<file path="src/rtl/int_controller.sv">
// rtl/int_controller.sv - prioritised edge-latched interrupt controller for the 8-bit core
module int_controller #(
  parameter int          N_SRC     = 4,
  parameter logic [7:0]  VEC_RST   = 8'hF0,
  parameter int          VEC_SHIFT = 2
) (
  input  logic             clock,
  input  logic             reset_n,
  input  logic [N_SRC-1:0] irq_src,
  input  logic             int_ret,
  input  logic             cfg_w_en,
  input  logic [1:0]       cfg_addr,
  input  logic [7:0]       cfg_w_data,
  output logic [7:0]       cfg_r_data,
  output logic             int_req,
  output logic [7:0]       int_vec,
  output logic [7:0]       int_en,
  output logic             busy
);

  typedef enum logic [1:0] {
    ST_IDLE    = 2'd0,
    ST_REQ     = 2'd1,
    ST_SERVICE = 2'd2
  } state_t;

  state_t             state_q, state_n;
  logic [N_SRC-1:0]   enable_q, pending_q, pending_n, irq_prev_q;
  logic [N_SRC-1:0]   eligible, rise, grant_mask;
  logic [7:0]         vecbase_q;
  logic               gen_q;
  logic [2:0]         id_q, winner;
  logic               grant;
  logic [7:0]         rd_val;

  logic wr_enable, wr_pending, wr_vecbase, wr_ctrl;
  assign wr_enable  = cfg_w_en && (cfg_addr == 2'd0);
  assign wr_pending = cfg_w_en && (cfg_addr == 2'd1);
  assign wr_vecbase = cfg_w_en && (cfg_addr == 2'd2);
  assign wr_ctrl    = cfg_w_en && (cfg_addr == 2'd3);

  assign eligible   = pending_q & enable_q;
  assign rise       = irq_src & ~irq_prev_q;
  assign grant_mask = N_SRC'(1) << winner;

  // Request/service state is fully encoded in the state register
  assign int_req = (state_q == ST_REQ);
  assign busy    = (state_q == ST_SERVICE);
  assign int_en  = {7'b0, gen_q};

  // Lowest-indexed eligible source wins
  always_comb begin
    winner = '0;
    for (int i = N_SRC - 1; i >= 0; i--) begin
      if (eligible[i]) winner = 3'(i);
    end
  end

  // Next-state: one request cycle, then hold in service until return-from-interrupt
  always_comb begin
    state_n = state_q;
    grant   = 1'b0;
    case (state_q)
      ST_IDLE: begin
        if (gen_q && (|eligible)) begin
          grant   = 1'b1;
          state_n = ST_REQ;
        end
      end
      ST_REQ:     state_n = ST_SERVICE;
      ST_SERVICE: if (int_ret) state_n = ST_IDLE;
      default:    state_n = ST_IDLE;
    endcase
  end

  // Pending update: W1C and grant clear first, then a new edge re-sets the bit
  always_comb begin
    pending_n = pending_q;
    if (wr_pending) pending_n = pending_n & ~cfg_w_data[N_SRC-1:0];
    if (grant)      pending_n = pending_n & ~grant_mask;
    pending_n = pending_n | rise;
  end

  // Register read mux; unimplemented bits read as zero
  always_comb begin
    rd_val = '0;
    case (cfg_addr)
      2'd0: rd_val[N_SRC-1:0] = enable_q;
      2'd1: rd_val[N_SRC-1:0] = pending_q;
      2'd2: rd_val = vecbase_q;
      default: rd_val = {busy, 1'b0, id_q, 2'b00, gen_q};
    endcase
  end

  // State, configuration, pending, vector and read-data registers
  always_ff @(posedge clock) begin
    if (!reset_n) begin
      state_q    <= ST_IDLE;
      enable_q   <= '0;
      pending_q  <= '0;
      vecbase_q  <= VEC_RST;
      gen_q      <= 1'b0;
      id_q       <= '0;
      int_vec    <= '0;
      cfg_r_data <= '0;
      irq_prev_q <= irq_src;
    end else begin
      state_q    <= state_n;
      pending_q  <= pending_n;
      irq_prev_q <= irq_src;
      cfg_r_data <= rd_val;
      if (wr_enable)  enable_q  <= cfg_w_data[N_SRC-1:0];
      if (wr_vecbase) vecbase_q <= cfg_w_data;
      if (wr_ctrl)    gen_q     <= cfg_w_data[0];
      if (grant) begin
        id_q    <= winner;
        int_vec <= vecbase_q + (8'(winner) << VEC_SHIFT);
      end
    end
  end

endmodule

</file>
<file path="config.mk">
export PLATFORM = sky130hd
export DESIGN_NAME = int_controller
export DESIGN_NICKNAME = d
export VERILOG_FILES = /design/src/rtl/int_controller.sv
export SDC_FILE = /design/constraint.sdc
export NUM_CORES = 1
export LEC_CHECK = 0
export ABC_CLOCK_PERIOD_IN_PS = 2250
export CAP_MARGIN = 20
export CORE_MARGIN = 10
export CORE_UTILIZATION = 45
export DETAILED_ROUTE_END_ITERATION = 10
export GPL_ROUTABILITY_DRIVEN = 0
export PLACE_DENSITY = 0.73
export SYNTH_ARGS = -nofsm -noshare
export SYNTH_HDL_FRONTEND = slang
export SYNTH_SLANG_ARGS = --single-unit
</file>
<file path="constraint.sdc">
create_clock -name clock -period 2.25 [get_ports clock]
set_input_delay 0.45 -clock clock [delete_from_list [all_inputs] [get_ports clock]]
set_output_delay 0.45 -clock clock [all_outputs]
set_load 0.005 [all_outputs]
</file>
==> results_dict.tcl <==
set metrics [dict create \
    status "finished, final reports clean" \
    fin_ws_ns 0.3030 \
    ys_warn_count 0 \
    skew_ns 0.002877 \
    seqCellArea_um2 820.8 \
    crit_required_ns 2.47 \
    cts_hold_buffers 0 \
    multi_input_area_um2 965.9 \
    yosys_register_bits 41 \
    grt_pass1_wl_um 7169 \
    dieArea_um2 7110 \
    grt_max_degree 16 \
    worstPathArrival_ns 2.17 \
    chipHeight_um 84.32 \
    antenna_cells 0 \
    via_count 1482 \
    fill_cells 375 \
    post_cts_buffers 0 \
    wl_met2_um 1925 \
    leakage_nw 0.9987 \
    endpoint_kind "register" \
    async_flop_share 0 \
    slowest_stage "dfxtp_1" \
    design.portCount 44 \
    fin_crit_ns 1.947 \
    hp-class "register to register" \
    yosys.area.top_type "dfxtp_1" \
    antenna_found_initial 0 \
    met1_length_um 1980 \
    dieWidth_um 84.32 \
    cts_sinks 41 \
    synth.distinct_cells 44 \
    htree_levels 2 \
    hold_violations 0 \
    initial_utilization 0.4654 \
    top_layer "met4" \
    critPathMaxFanout 5 \
    drtAntennaViolNets 0 \
    grt_pass1_vias 1495 \
    ys_seq_area_frac 0.4409 \
    fin_crit_sh 0.8654 \
    cts_buffers 5 \
    numPortBuffers 36 \
    pre_cts_ws_ns 0.2848 \
    crit_buf_inv 0 \
    fmax_mhz 513.6 \
    drv_slew 0 \
    drive_gt1_frac 0.1164 \
    finalSetupViolCount 0 \
    syn_inst 188 \
    critPathKind "register to register" \
    track_usage 0.1219 \
    utilization 0.5956 \
    wl_per_cell_um 15.45 \
    ys_dominant_reg_cell "dfxtp_1" \
    critical_path.cell_chain "and2_1 > o21ai_0 > and2_1 > ha_1 > ha_1 > a31oi_1 > or3_1 > a31oi_1" \
    clock_latency_ns 0.29 \
    syn_area_per_cell_um2 9.903 \
    synth_common_cells "dfxtp_1, nor2b_1, mux2i_1" \
    finalNetCount 251 \
    drt-total-wl_um 4356 \
    crit_path_max_incr_delay_ns 0.35 \
    tns_ns 0 \
    vias_per_cell 5.255 \
    dp_hpwl_um 3405 \
    clkTransAtPathRegs_ns 0.08 \
    start_kind "register" \
    synth_edf_count 0 \
    core_um2 4000 \
    p_per_area_nw_per_um2 603.0 \
    cts_max_path_buffers 2 \
    cts_resized 0 \
    final_cells 282 \
    wl_met3_um 367 \
    yosys-top-cells-area "dfxtp_1, mux2i_1, nor2b_1, nand2_1, buf_4" \
    grt_overflow 0 \
    dr.first_iter.drc_count 134 \
    dp.cells 274 \
    synth_most_common_cell "dfxtp_1" \
    synth_area_um2 1862 \
    ir_drop_v 0.0003924 \
    maxCapViolations 0 \
    rows 23 \
    root_buffer "clkbuf_8" \
    rsz0062_at_grt "no" \
    cp_top_family "simple AND/OR/NAND/NOR gates" \
    synth_top_area_frac 0.4409 \
    synthToLayoutAreaGrowth_pct 27.96 \
    drc 0 \
    cts_tree "done" \
    first_pass_iters 4 \
]
==> final timing paths <==
path	start	end	slack [ns]	cells after the start
worst max-delay path	pending_q[2]$_SDFF_PN0_	int_vec[6]$_SDFFE_PN0N_	0.30	8
worst min-delay path	int_vec[4]$_SDFFE_PN0N_	int_vec[4]$_SDFFE_PN0N_	0.46	2
worst max register to register	pending_q[2]$_SDFF_PN0_	int_vec[6]$_SDFFE_PN0N_	0.30	8
worst min register to register	int_vec[4]$_SDFFE_PN0N_	int_vec[4]$_SDFFE_PN0N_	0.46	2
==> layout by cell type (no fill, tap or decap), drive strengths merged, types with 3 or more instances in the layout <==
master	netlist	layout
mux2i	19	19
conb	1	7
nand2	17	17
dfxtp	41	41
a22oi	3	3
clkbuf	3	7
a21oi	5	5
nor3b	4	4
nor2b	23	23
buf	11	8
clkdlybuf4s50	0	36
o21ai	12	12
inv	3	3
nor2	5	5
a31oi	4	4
and2	7	7
==> registers in the layout, summed over array words and instances (netlist names) <==
register / flops
pending_q: 4
enable_q: 4
int_vec: 8
cfg_r_data: 8
state_q: 2
id_q: 2
vecbase_q: 8
gen_q: 1
irq_prev_q: 4
==> layer usage <==
layer,vias up,track usage
met4,0,0.05479
met1,700,0.1438
li1,732,-
met3,8,0.05797
met5,-,0
met2,42,0.1833
==> metrics by stage <==
step                power (mW)  hold slack, ns  area, µm²
global placement        0.9259          0.4517       2281
global route             1.496          0.4927       2382
finish                   1.437          0.4634       2382
CTS                      1.447          0.4671       2382
floorplan               0.8630          0.4365       1884
detailed placement      0.9280          0.4562       2281
==> cell type report <==
type,instances,share of cell area
Timing Repair Buffer,44,0.1765
Tap cell,50,0.02626
Multi-Input combinational cell,136,0.4055
Clock inverter,1,0.002101
Inverter,3,0.004727
Clock buffer,7,0.04044
Sequential cell,41,0.3445
==> power by group <==
| part | total [mW] | internal [mW] | switching, mW | leakage (nW) |
|---|---|---|---|---|
| combinational | 0.142 | 0.0811 | 0.0613 | 0.610 |
| sequential | 0.769 | 0.747 | 0.0214 | 0.335 |
| clock | 0.526 | 0.277 | 0.248 | 0.0542 |
| total | 1.44 | 1.11 | 0.331 | 0.999 |
==> kinds of logic (layout without fill, tap and decap cells) <==
kind of cell	Yosys count	count (layout)	synth area share
AOI/OAI and AO/OA	38	38	0.1526
xor gates and xnor gates	2	2	0.009410
other	1	7	0.002014
DFF	41	41	0.4409
and+or+nand+nor	66	66	0.2030
adders and majority gates	2	2	0.01344
buffers and inverters	17	55	0.05242
muxes	21	21	0.1263
==> worst register-to-register path: cells and delay by family, from the launching register on <==
family / cells / cell delay, ns
AOI/OAI and AO/OA: 3 / 0.42
DFF: 1 / 0.35
adders and majority gates: 2 / 0.42
and+or+nand+nor: 3 / 0.68
No activity file was read; power rests on OpenSTA's default activity.
